$ cat config.mk
export PLATFORM = sky130hd
export DESIGN_NAME = axi_lite_arbiter
export DESIGN_NICKNAME = d
export VERILOG_FILES = /design/src/rtl/axi_lite_arbiter.sv
export SDC_FILE = /design/constraint.sdc
export NUM_CORES = 1
export LEC_CHECK = 0
export CORE_AREA = 2 2 125 127
export CTS_CLUSTER_DIAMETER = 80
export CTS_CLUSTER_SIZE = 28
export DETAILED_ROUTE_END_ITERATION = 8
export DIE_AREA = 0 0 127 129
export PLACE_DENSITY = 0.6
export SYNTH_ARGS = -nofsm -noshare
export SYNTH_HDL_FRONTEND = slang
export SYNTH_SLANG_ARGS = --single-unit
$ cat constraint.sdc
create_clock -name aclk -period 1.7 [get_ports aclk]
set_input_delay 0.34 -clock aclk [delete_from_list [all_inputs] [get_ports aclk]]
set_output_delay 0.34 -clock aclk [all_outputs]
set_load 0.01 [all_outputs]
$ cat src/rtl/axi_lite_arbiter.sv
// Two-master to one-slave AXI4-Lite arbiter with transaction-granular round-robin ownership.
// Optional watchdog: define AXI_ARB_TIMEOUT_EN to answer stalled transactions with SLVERR.

module axi_lite_arbiter #(
  parameter int ADDR_W  = 12,
  parameter int DATA_W  = 32,
  parameter int TIMEOUT = 64
) (
  input  logic                  aclk,
  input  logic                  areset_n,
  input  logic [ADDR_W-1:0]     m0_araddr,
  input  logic                  m0_arvalid,
  output logic                  m0_arready,
  output logic [DATA_W-1:0]     m0_rdata,
  output logic [1:0]            m0_rresp,
  output logic                  m0_rvalid,
  input  logic                  m0_rready,
  input  logic [ADDR_W-1:0]     m0_awaddr,
  input  logic                  m0_awvalid,
  output logic                  m0_awready,
  input  logic [DATA_W-1:0]     m0_wdata,
  input  logic [DATA_W/8-1:0]   m0_wstrb,
  input  logic                  m0_wvalid,
  output logic                  m0_wready,
  output logic [1:0]            m0_bresp,
  output logic                  m0_bvalid,
  input  logic                  m0_bready,
  input  logic [ADDR_W-1:0]     m1_araddr,
  input  logic                  m1_arvalid,
  output logic                  m1_arready,
  output logic [DATA_W-1:0]     m1_rdata,
  output logic [1:0]            m1_rresp,
  output logic                  m1_rvalid,
  input  logic                  m1_rready,
  input  logic [ADDR_W-1:0]     m1_awaddr,
  input  logic                  m1_awvalid,
  output logic                  m1_awready,
  input  logic [DATA_W-1:0]     m1_wdata,
  input  logic [DATA_W/8-1:0]   m1_wstrb,
  input  logic                  m1_wvalid,
  output logic                  m1_wready,
  output logic [1:0]            m1_bresp,
  output logic                  m1_bvalid,
  input  logic                  m1_bready,
  output logic [ADDR_W-1:0]     s_araddr,
  output logic                  s_arvalid,
  input  logic                  s_arready,
  input  logic [DATA_W-1:0]     s_rdata,
  input  logic [1:0]            s_rresp,
  input  logic                  s_rvalid,
  output logic                  s_rready,
  output logic [ADDR_W-1:0]     s_awaddr,
  output logic                  s_awvalid,
  input  logic                  s_awready,
  output logic [DATA_W-1:0]     s_wdata,
  output logic [DATA_W/8-1:0]   s_wstrb,
  output logic                  s_wvalid,
  input  logic                  s_wready,
  input  logic [1:0]            s_bresp,
  input  logic                  s_bvalid,
  output logic                  s_bready,
  output logic [1:0]            grant
);

`ifdef AXI_ARB_TIMEOUT_EN
  typedef enum logic [2:0] {IDLE, RD, WR, RD_ERR, WR_ERR} state_t;
`else
  typedef enum logic [1:0] {IDLE, RD, WR} state_t;
`endif

  state_t r_state, w_state_next;
  logic   r_owner, w_owner_next;
  logic   r_prio,  w_prio_next;

  logic w_req0, w_req1, w_pick;
  logic w_in_rd, w_in_wr, w_in_rderr, w_in_wrerr;

  // Owner-selected master request signals
  logic [ADDR_W-1:0]   w_own_araddr, w_own_awaddr;
  logic [DATA_W-1:0]   w_own_wdata;
  logic [DATA_W/8-1:0] w_own_wstrb;
  logic w_own_arvalid, w_own_rready, w_own_awvalid, w_own_wvalid, w_own_bready;

  // Responses destined for whichever master currently owns the slave
  logic [DATA_W-1:0] w_rsp_rdata;
  logic [1:0]        w_rsp_rresp, w_rsp_bresp;
  logic w_rsp_arready, w_rsp_rvalid, w_rsp_awready, w_rsp_wready, w_rsp_bvalid;

  assign w_req0 = m0_arvalid | m0_awvalid;
  assign w_req1 = m1_arvalid | m1_awvalid;
  assign w_pick = (w_req0 & w_req1) ? r_prio : w_req1;

  assign w_in_rd = (r_state == RD);
  assign w_in_wr = (r_state == WR);

`ifdef AXI_ARB_TIMEOUT_EN
  localparam int CNT_W = $clog2(TIMEOUT + 1);
  localparam logic [CNT_W-1:0] CNT_LAST = CNT_W'(TIMEOUT - 1);

  logic [CNT_W-1:0] r_cnt;

  assign w_in_rderr = (r_state == RD_ERR);
  assign w_in_wrerr = (r_state == WR_ERR);

  // Counts cycles spent in RD/WR; it is zero on entry because it holds zero elsewhere
  always_ff @(posedge aclk or negedge areset_n) begin
    if (!areset_n) begin
      r_cnt <= '0;
    end else if (w_in_rd || w_in_wr) begin
      r_cnt <= r_cnt + CNT_W'(1);
    end else begin
      r_cnt <= '0;
    end
  end
`else
  logic w_unused_timeout;

  assign w_in_rderr       = 1'b0;
  assign w_in_wrerr       = 1'b0;
  assign w_unused_timeout = (TIMEOUT != 0);
`endif

  assign w_own_araddr  = r_owner ? m1_araddr  : m0_araddr;
  assign w_own_arvalid = r_owner ? m1_arvalid : m0_arvalid;
  assign w_own_rready  = r_owner ? m1_rready  : m0_rready;
  assign w_own_awaddr  = r_owner ? m1_awaddr  : m0_awaddr;
  assign w_own_awvalid = r_owner ? m1_awvalid : m0_awvalid;
  assign w_own_wdata   = r_owner ? m1_wdata   : m0_wdata;
  assign w_own_wstrb   = r_owner ? m1_wstrb   : m0_wstrb;
  assign w_own_wvalid  = r_owner ? m1_wvalid  : m0_wvalid;
  assign w_own_bready  = r_owner ? m1_bready  : m0_bready;

  assign s_araddr  = w_in_rd ? w_own_araddr : '0;
  assign s_arvalid = w_in_rd & w_own_arvalid;
  assign s_rready  = w_in_rd & w_own_rready;
  assign s_awaddr  = w_in_wr ? w_own_awaddr : '0;
  assign s_awvalid = w_in_wr & w_own_awvalid;
  assign s_wdata   = w_in_wr ? w_own_wdata : '0;
  assign s_wstrb   = w_in_wr ? w_own_wstrb : '0;
  assign s_wvalid  = w_in_wr & w_own_wvalid;
  assign s_bready  = w_in_wr & w_own_bready;

  // Error states answer the owner directly with SLVERR and zero data
  assign w_rsp_arready = w_in_rd & s_arready;
  assign w_rsp_rvalid  = (w_in_rd & s_rvalid) | w_in_rderr;
  assign w_rsp_rdata   = w_in_rd ? s_rdata : '0;
  assign w_rsp_rresp   = w_in_rd ? s_rresp : (w_in_rderr ? 2'b10 : 2'b00);
  assign w_rsp_awready = w_in_wr & s_awready;
  assign w_rsp_wready  = w_in_wr & s_wready;
  assign w_rsp_bvalid  = (w_in_wr & s_bvalid) | w_in_wrerr;
  assign w_rsp_bresp   = w_in_wr ? s_bresp : (w_in_wrerr ? 2'b10 : 2'b00);

  assign m0_arready = ~r_owner & w_rsp_arready;
  assign m0_rvalid  = ~r_owner & w_rsp_rvalid;
  assign m0_rdata   = r_owner ? '0 : w_rsp_rdata;
  assign m0_rresp   = r_owner ? 2'b00 : w_rsp_rresp;
  assign m0_awready = ~r_owner & w_rsp_awready;
  assign m0_wready  = ~r_owner & w_rsp_wready;
  assign m0_bvalid  = ~r_owner & w_rsp_bvalid;
  assign m0_bresp   = r_owner ? 2'b00 : w_rsp_bresp;

  assign m1_arready = r_owner & w_rsp_arready;
  assign m1_rvalid  = r_owner & w_rsp_rvalid;
  assign m1_rdata   = r_owner ? w_rsp_rdata : '0;
  assign m1_rresp   = r_owner ? w_rsp_rresp : 2'b00;
  assign m1_awready = r_owner & w_rsp_awready;
  assign m1_wready  = r_owner & w_rsp_wready;
  assign m1_bvalid  = r_owner & w_rsp_bvalid;
  assign m1_bresp   = r_owner ? w_rsp_bresp : 2'b00;

  assign grant = (r_state == IDLE) ? 2'b00 : {r_owner, ~r_owner};

  always_ff @(posedge aclk or negedge areset_n) begin
    if (!areset_n) begin
      r_state <= IDLE;
      r_owner <= 1'b0;
      r_prio  <= 1'b0;
    end else begin
      r_state <= w_state_next;
      r_owner <= w_owner_next;
      r_prio  <= w_prio_next;
    end
  end

  // A read wins when the new owner presents both arvalid and awvalid
  always_comb begin
    w_state_next = r_state;
    w_owner_next = r_owner;
    w_prio_next  = r_prio;
    case (r_state)
      IDLE: begin
        if (w_req0 | w_req1) begin
          w_owner_next = w_pick;
          w_state_next = (w_pick ? m1_arvalid : m0_arvalid) ? RD : WR;
        end
      end
      RD: begin
        if (s_rvalid & s_rready) begin
          w_state_next = IDLE;
          w_prio_next  = ~r_owner;
        end
`ifdef AXI_ARB_TIMEOUT_EN
        else if (r_cnt == CNT_LAST) begin
          w_state_next = RD_ERR;
        end
`endif
      end
      WR: begin
        if (s_bvalid & s_bready) begin
          w_state_next = IDLE;
          w_prio_next  = ~r_owner;
        end
`ifdef AXI_ARB_TIMEOUT_EN
        else if (r_cnt == CNT_LAST) begin
          w_state_next = WR_ERR;
        end
`endif
      end
`ifdef AXI_ARB_TIMEOUT_EN
      RD_ERR: begin
        if (w_own_rready) begin
          w_state_next = IDLE;
          w_prio_next  = ~r_owner;
        end
      end
      WR_ERR: begin
        if (w_own_bready) begin
          w_state_next = IDLE;
          w_prio_next  = ~r_owner;
        end
      end
`endif
      default: w_state_next = IDLE;
    endcase
  end

endmodule

==> run summary, run 1 <==
The run gives 2 as the largest buffer count on any clock path. The total number of placement rows came out at 45. The tools report the launching point of the worst reg2reg path as r_owner. Summing all flip-flop and latch instances after layout gives 104 um2. The cell sitting at the root of the clock tree is a sky130_fd_sc_hd__clkbuf_16. The tools report the residual antenna-violating net count after detailed routing as 0. The worst setup path is launched from a flop. The netlist area before placement came out at 1820 um2. The final reports fail on setup timing. A synthesized cell averages 6.86 um2. Relative to the synthesized area, the layout overhead comes to 228%. The synthesized design contains 0 enable-type register cells. For the clock buffer count from CTS, the log shows 3. Slack of the critical path: -252 ps. The post-synthesis share of cell area spent on full adders, half adders and majority gates works out to 0. For this run, the top clock speed supported by timing is 0.512 GHz.

The dominant combinational cell family by area after synthesis was simple AND/OR/NAND/NOR gates. The repair_antennas step left the layout with diodes totalling 0. The total detailed-routing wirelength was 13.6 mm; the remaining global-route overflow was 0. From bottom edge to top edge, the die measures 129 um. Max-cap violations in this run came to 0. The worst min-delay path class is input port to asynchronous set/reset pin. The post-route clock period utilization was 1.15. Across all register-to-register paths, the minimum setup slack is -80 ps. The post-DP HPWL came out at 10.0 mm. The initial core utilization came out at 0.121. The worst-case clock skew was 2.54 ps; the async set or reset register ratio after synthesis was 1.00. The die covers 16400 um2. By area the synthesized netlist is led by sky130_fd_sc_hd__mux2i_1 36%, sky130_fd_sc_hd__and2_1 25%, sky130_fd_sc_hd__nor2_1 14%, sky130_fd_sc_hd__dfrtp_1 5.5%, sky130_fd_sc_hd__and3_1 3.4%. The minimum period implied by the final worst setup slack was 1950 ps; the post-synthesis simple-gate area fraction was 0.464. The critical path capture point type was an output pin. For this design the static power due to leakage is 0.00297 uW. Buffers placed on the I/O ports in this run total 321. Counting the fill cells in the layout gives 1532. The total negative slack came out at -21010 ps. The xor/xnor share of the synthesized area was 0; the insertion delay of the later-clocked pin in the worst-skew pair was 220 ps. Dividing total power by cell area gives a power density of 1310 nW/um2. The remaining max-slew budget at the tightest pin is 0.825, and the mux cell area share after synthesis is 0.364. The final count of negative-setup-slack endpoints is 146, and the register bit count reported by yosys is 4. The required arrival time at the worst endpoint is 1360 ps, and the placer's final routability congestion estimate is 0.797. The setup path with the least slack is of type flop to output pin.

Setup repair after global routing could not meet its margin everywhere. Entering global routing, the biggest net connects 47 pins. Tracing the worst setup path back leads to its startpoint at r_owner. The sequential-to-total area share from yosys stat was 0.0551; the worst-margin pin slew was 261 ps. The detailed router placed 3306 vias in this run. Clock slew at the register clock pins of the worst setup and hold paths: 30 ps. The max-slew violation count is 0.

The floorplan step defined a core boundary enclosing 15000 um2. The total power of the final layout is 7790 uW, and the CTS sink count is 4. The proportion of netlist area held by the largest area contributor came out at 0.358. Across the VDD grid, the largest voltage drop is 0.428 mV. The tools report the hold violation count in the final report as 0. The data arrival time of the critical path is 1610 ps. Share of the synthesized area in compound gates (AO/OA/AOI/OAI): 0.0413. Summing all multi-input logic gate instances after layout gives 1810 um2. The remaining routing DRC violations is 0, and the synthesized netlist cell count is 265. The run finished, with violations left. TritonCTS built the clock tree. The biggest area contributor in the post-synthesis netlist is sky130_fd_sc_hd__mux2i_1.

In this run the worst setup path terminates at m1_rdata[7]. The via count of the first global-routing pass came out at 3275. The worst register-to-register path has a depth of 7.

The tools report the wire length of the first global-routing pass as 18.0 mm. The leading register cell type out of synthesis is sky130_fd_sc_hd__dfrtp_1. The number of warnings printed during yosys synthesis is 0, and the maximum fanout count along the critical path is 17. The floorplan die width works out to 127 um. In this run, the number of DRC markers left after iteration 0 of detailed routing was 55. Synthesis instantiated 25 different standard cells from the library. The detail-routed via count per cell was 3.99; the synthesized netlist net count was 438. For the level count of the clock H-tree, the log shows 1. In this run the count of I/O pins placed on the die edge is 322. The number of antenna violations at the first check in global routing is 0, and the number of iterations in the first detailed-routing pass is 4. For the global-route total usage across every layer, the log shows 0.140. Routed length per instance: 16.4 um. The capture instance of the worst register-to-register path is r_prio. The fraction of final layout cells sized beyond drive strength 1 is 0.449. Number of nets in the layout: 815.
cells in the final DEF (no fill, tap or decap), types with 2 or more instances in the layout:
| cell | instances |
|---|---|
| sky130_fd_sc_hd__and2_4 | 34 |
| sky130_fd_sc_hd__buf_16 | 3 |
| sky130_fd_sc_hd__clkbuf_16 | 9 |
| sky130_fd_sc_hd__buf_12 | 9 |
| sky130_fd_sc_hd__and3_1 | 5 |
| sky130_fd_sc_hd__nor2_2 | 2 |
| sky130_fd_sc_hd__buf_2 | 102 |
| sky130_fd_sc_hd__and2_1 | 38 |
| sky130_fd_sc_hd__buf_8 | 5 |
| sky130_fd_sc_hd__mux2i_2 | 6 |
| sky130_fd_sc_hd__nor2_4 | 2 |
| sky130_fd_sc_hd__buf_4 | 24 |
| sky130_fd_sc_hd__clkdlybuf4s50_1 | 172 |
| sky130_fd_sc_hd__mux2i_4 | 4 |
| sky130_fd_sc_hd__nand3b_1 | 2 |
| sky130_fd_sc_hd__buf_6 | 70 |
| sky130_fd_sc_hd__and3_4 | 5 |
| sky130_fd_sc_hd__o21ai_0 | 3 |
| sky130_fd_sc_hd__nor2_1 | 66 |
| sky130_fd_sc_hd__clkdlybuf4s15_2 | 2 |
| sky130_fd_sc_hd__dfrtp_1 | 3 |
| sky130_fd_sc_hd__clkbuf_2 | 2 |
| sky130_fd_sc_hd__mux2i_1 | 55 |
power breakdown:
group | internal [uW] | total, uW | switching, uW | leakage [uW]
logic | 4190 | 7200 | 3010 | 0.00288
registers | 152 | 213 | 60.5 | 0.0000473
clock network | 310 | 377 | 66.9 | 0.0000382
cell usage after synthesis, drive strengths merged (2+ instances only):
library cell / number
and2: 72
nor2: 71
mux2i: 65
buf: 14
and3: 10
clkbuf: 9
dfrtp: 4
o21ai: 4
inv: 2
nand2b: 2
nand3b: 2
o22ai: 2
final cells by class:
cell class,instances,share of cell area
Tap cell,188,0.0395
Clock buffer,4,0.0132
Sequential cell,4,0.0174
Multi-Input combinational cell,236,0.304
Timing Repair Buffer,395,0.624
Inverter,2,0.00189
worst max-delay path, cell delays in order, from the launching register on:
cell and delay [ps]:
sky130_fd_sc_hd__dfrtp_4 440, sky130_fd_sc_hd__buf_4 130, sky130_fd_sc_hd__clkinvlp_4 110, sky130_fd_sc_hd__nor2_4 160, sky130_fd_sc_hd__buf_12 170, sky130_fd_sc_hd__and2_1 150, sky130_fd_sc_hd__clkdlybuf4s15_2 220
worst min-delay path by stage:
stage | endpoint | slack [ps] | from
6_report | r_state[0] | 320 | areset_n
5_1_grt | r_owner | 330 | areset_n
4_1_cts | r_owner | 320 | areset_n
3_5_place_dp | r_state[1] | 560 | areset_n
3_3_place_gp | r_prio | 550 | r_prio
2_1_floorplan | r_owner | 40 | areset_n
sequential cells by signal, summed over array words and instances (netlist names):
name     count
r_owner      1
r_prio       1
r_state      2
logic make-up after synthesis:
kind of cell | after synthesis
flops | 4
buf+inv | 25
simple gates | 159
mux | 66
compound gates | 11
per-stage QoR:
stage               setup WS, ps  instances   util  instance area (um2)  hold WS, ps
finish                      -252        829  0.398                 5960          317
global route                -309        829  0.398                 5960          328
CTS                         -502        805  0.377                 5640          318
detailed placement          -387        775  0.360                 5400          557
global placement            -375        775  0.360                 5400          548
floorplan                    183        265      -                 1820         44.4
what timing repair did:
action,CTS,global route
gates cloned,6,9
hold buffers,0,0
setup buffers,20,22
hold endpoints to repair,0,0
pin swaps,22,26
gates resized for setup,476,237
endpoints found under the setup margin,150,149
routing by layer:
metal | vias to the layer above | GRT usage | share of wire
met2 | 192 | 0.281 | 0.55
met3 | 4 | 0.0349 | 0.089
met4 | 0 | 0.0252 | 0.0063
met5 | - | 0 | 0
met1 | 1476 | 0.149 | 0.35
li1 | 1634 | - | -
Note: power is estimated with default switching activity, not from simulation.
==> run 2: changes to the inputs <==
--- a/config.mk
+++ b/config.mk
@@ -7,7 +7,6 @@
 export LEC_CHECK = 0
 export CORE_AREA = 2 2 125 127
 export CTS_CLUSTER_DIAMETER = 80
-export CTS_CLUSTER_SIZE = 28
 export DETAILED_ROUTE_END_ITERATION = 8
 export DIE_AREA = 0 0 127 129
 export PLACE_DENSITY = 0.6
==> results of run 2 <==
Same layout as run 1: the final DEF is identical, and so are final timing and power.
==> run 3: changes to the inputs <==
--- a/config.mk
+++ b/config.mk
@@ -6,6 +6,7 @@
 export NUM_CORES = 1
 export LEC_CHECK = 0
 export CORE_AREA = 2 2 125 127
+export CTS_BUF_LIST = sky130_fd_sc_hd__clkbuf_16
 export CTS_CLUSTER_DIAMETER = 80
 export DETAILED_ROUTE_END_ITERATION = 8
 export DIE_AREA = 0 0 127 129
==> run summary, run 3 (synthesized netlist as in run 1, its figures left out) <==
The run gives 0 (unchanged) as the number of max-cap violations. For the number of antenna violations at the first check in global routing, the log shows 0 (unchanged). In the layout the commonest cells are 172 x sky130_fd_sc_hd__clkdlybuf4s50_1, 102 x sky130_fd_sc_hd__buf_2, 71 x sky130_fd_sc_hd__buf_6, 66 x sky130_fd_sc_hd__nor2_1, 55 x sky130_fd_sc_hd__mux2i_1. For the number of fill cells in the layout, the log shows 1532 (unchanged). The slack of the critical path was -252 ps (-0.349 ps); the insertion delay of the later-clocked pin in the worst-skew pair was 220 ps (about the same).

The final count of negative-setup-slack endpoints was 146 (unchanged). The routed length per instance was 16.4 um (about the same). The required arrival time at the worst endpoint is 1360 ps (about the same).

The flow ran to the end, but the final reports show violations. The maximum fanout count along the critical path was 17 (unchanged); the total detailed-routing wirelength was 13.6 mm (about the same). For the total number of placement rows, the log shows 45 (unchanged).

The logs give 1 (unchanged) for the level count of the clock H-tree and 0.121 (unchanged) for the initial core utilization. The area taken by multi-input logic gates is 1810 um2 (unchanged), and the buffering stage count on the worst path with inverters included is 4 (unchanged). The highest ir drop seen on vdd was 0.428 mV (about the same). Traced cell by cell, the critical path runs through buf_4 -> clkinvlp_4 -> nor2_4 -> buf_12 -> and2_1 -> clkdlybuf4s15_2.

For the I/O pin count, the log shows 322 (unchanged). The minimum period implied by the final worst setup slack was 1950 ps (+0.349 ps). The worst-margin pin slew is 261 ps (unchanged). The sequential group share of total power came out at 0.027 (about the same). The tools report the via count of the first global-routing pass as 3275 (unchanged). The placeable core area is 15000 um2 (unchanged). The type of origin of the critical path is a flop. For the post-placement cell count, the log shows 775 (unchanged). The logs give 0 (unchanged) for the residual antenna-violating net count after detailed routing and 18.0 mm (unchanged) for the wire length of the first global-routing pass.

The flip-flop count of the largest register after layout works out to 2 (unchanged). The logs give 0 (unchanged) for the remaining routing DRC violations and 10.0 mm (unchanged) for the post-DP HPWL. Grouping stages by cell kind, the critical path spends the most delay in buffers and inverters. The largest registers in the layout are r_state x2, r_owner x1, r_prio x1.

The CTS sink count is 4 (unchanged). Register containing the most flip-flops in the final layout: r_state. The run gives 1610 ps (about the same) as the data arrival time of the critical path. TritonCTS built the clock tree. Fraction of final layout cells sized beyond drive strength 1: 0.449 (unchanged). The worst min-delay path class was input port to asynchronous set/reset pin.

The tools report the utilization after layout as 0.398 (about the same). The tree is rooted in a sky130_fd_sc_hd__clkbuf_16. Cell type of the slowest stage on the worst timing path: sky130_fd_sc_hd__dfrtp_4.

The critical path in this run is classified as flop to output pin. The logs give 0.00297 uW (+0.17%) for the cell leakage power and 104 um2 (unchanged) for the area of all sequential standard cells. The number of hold-repair buffers added at the cts stage was 0 (unchanged); the detail-routed via count per cell was 3.99 (unchanged). The post-route clock period utilization was 1.15 (about the same). The remaining global-route overflow came out at 0 (unchanged).

The worst-case clock skew is 2.80 ps (+0.261 ps), and the global-route total usage across every layer is 0.140 (unchanged). Number of iterations in the first detailed-routing pass: 4 (unchanged). Number of nets in the layout: 815 (unchanged). For the placer's final routability congestion estimate, the log shows 0.797 (unchanged).

For the remaining max-slew budget at the tightest pin, the log shows 0.825 (unchanged). The largest buffer count on any clock path was 2 (unchanged). The worst setup path is captured at an output pin. The net switching power figure is 3140 uW (about the same). Switching power as a share of total power: 0.403 (about the same). For the die area, the log shows 16400 um2 (unchanged). The run gives 3 (unchanged) as the clock buffer count from CTS. Share of total power in combinational logic: 0.925 (about the same). The DRC marker count from the first detailed-route iteration was 53 (-3.6%); the count of input and output buffers was 321 (unchanged).

The worst setup slack after placement is -387 ps (unchanged), and the diode insertion count for antenna repair is 0 (unchanged). The maximum cell stage delay along the critical path was 440 ps (about the same). The run gives 829 (unchanged) as the number of cells in the finished layout apart from fillers. The floorplan die height is 129 um (unchanged), and the floorplan die width is 127 um (unchanged). Area added between synthesis and finish: 228% (about the same).

The hold violation count in the final report was 0 (unchanged); the top achievable clock speed was 0.512 GHz (about the same). Setup repair after global routing could not meet its margin everywhere. For the share of power burned in the clock network, the log shows 0.048 (about the same). The clock slew at the register clock pins of the worst setup and hold paths was 30 ps (about the same); the internal power summed over all cells was 4650 uW (about the same). The run gives 47 (unchanged) as the maximum number of pins on one net before global-route repair.

The most common library cell in the layout ignoring fill and taps was sky130_fd_sc_hd__clkdlybuf4s50_1. The total negative slack came out at -21060 ps (-50.5 ps). The overall via count from detail_route was 3306 (unchanged). The max-slew violation count was 0 (unchanged). The checks that failed: setup timing. The power per cell area was 1310 nW/um2 (about the same).
[run 3: worst paths after layout]
kind,startpoint,to,slack [ps],cells past startpoint
max in group asynchronous,areset_n,r_owner,1200,1
setup reg to reg,r_owner,r_prio,-80,7
hold / removal,areset_n,r_state[0],320,1
setup / recovery,r_owner,m1_rdata[7],-250,6
min in group aclk,r_prio,r_prio,590,1
hold reg to reg,r_prio,r_prio,590,1
[run 3: timing repair]
| item | 4_1_cts | 5_1_grt |
|---|---|---|
| pin swaps | 22 | 26 |
| buffers inserted | 20 | 22 |
| resized for setup | 476 | 238 |
| cloned | 6 | 9 |
| setup endpoints to repair | 150 | 149 |
[run 3: stage by stage]
stage / total power, uW / hold WS, ps / cell area (um2)
finish: 7790 / 317 / 5960
global route: 8300 / 328 / 5960
CTS: 6860 / 318 / 5640
detailed placement: 5680 / 557 / 5400
global placement: 5640 / 548 / 5400
floorplan: 2720 / 44.4 / 1820
[run 3: cell type report]
class	count	share of cell area
Sequential cell	4	0.0174
Timing Repair Buffer	395	0.625
Clock inverter	1	0.000629
Tap cell	188	0.0394
Clock buffer	3	0.0126
Inverter	2	0.00189
Multi-Input combinational cell	236	0.304
[run 3: power by group through the flow]
| stage | registers [uW] | logic [uW] | clock network (uW) |
|---|---|---|---|
| after floorplan | 180 | 2540 | 0 |
| after global placement | 201 | 5440 | 0 |
| after detailed placement | 206 | 5470 | 0 |
| after CTS | 227 | 6260 | 381 |
| after global routing | 220 | 7700 | 385 |
| final | 213 | 7200 | 371 |
[run 3: metal layers]
metal,GRT usage,vias up,part of all wire
met5,0,-,0
met4,0.0252,0,0.0063
met3,0.0349,4,0.089
met2,0.281,192,0.55
met1,0.149,1476,0.35
li1,-,1634,-
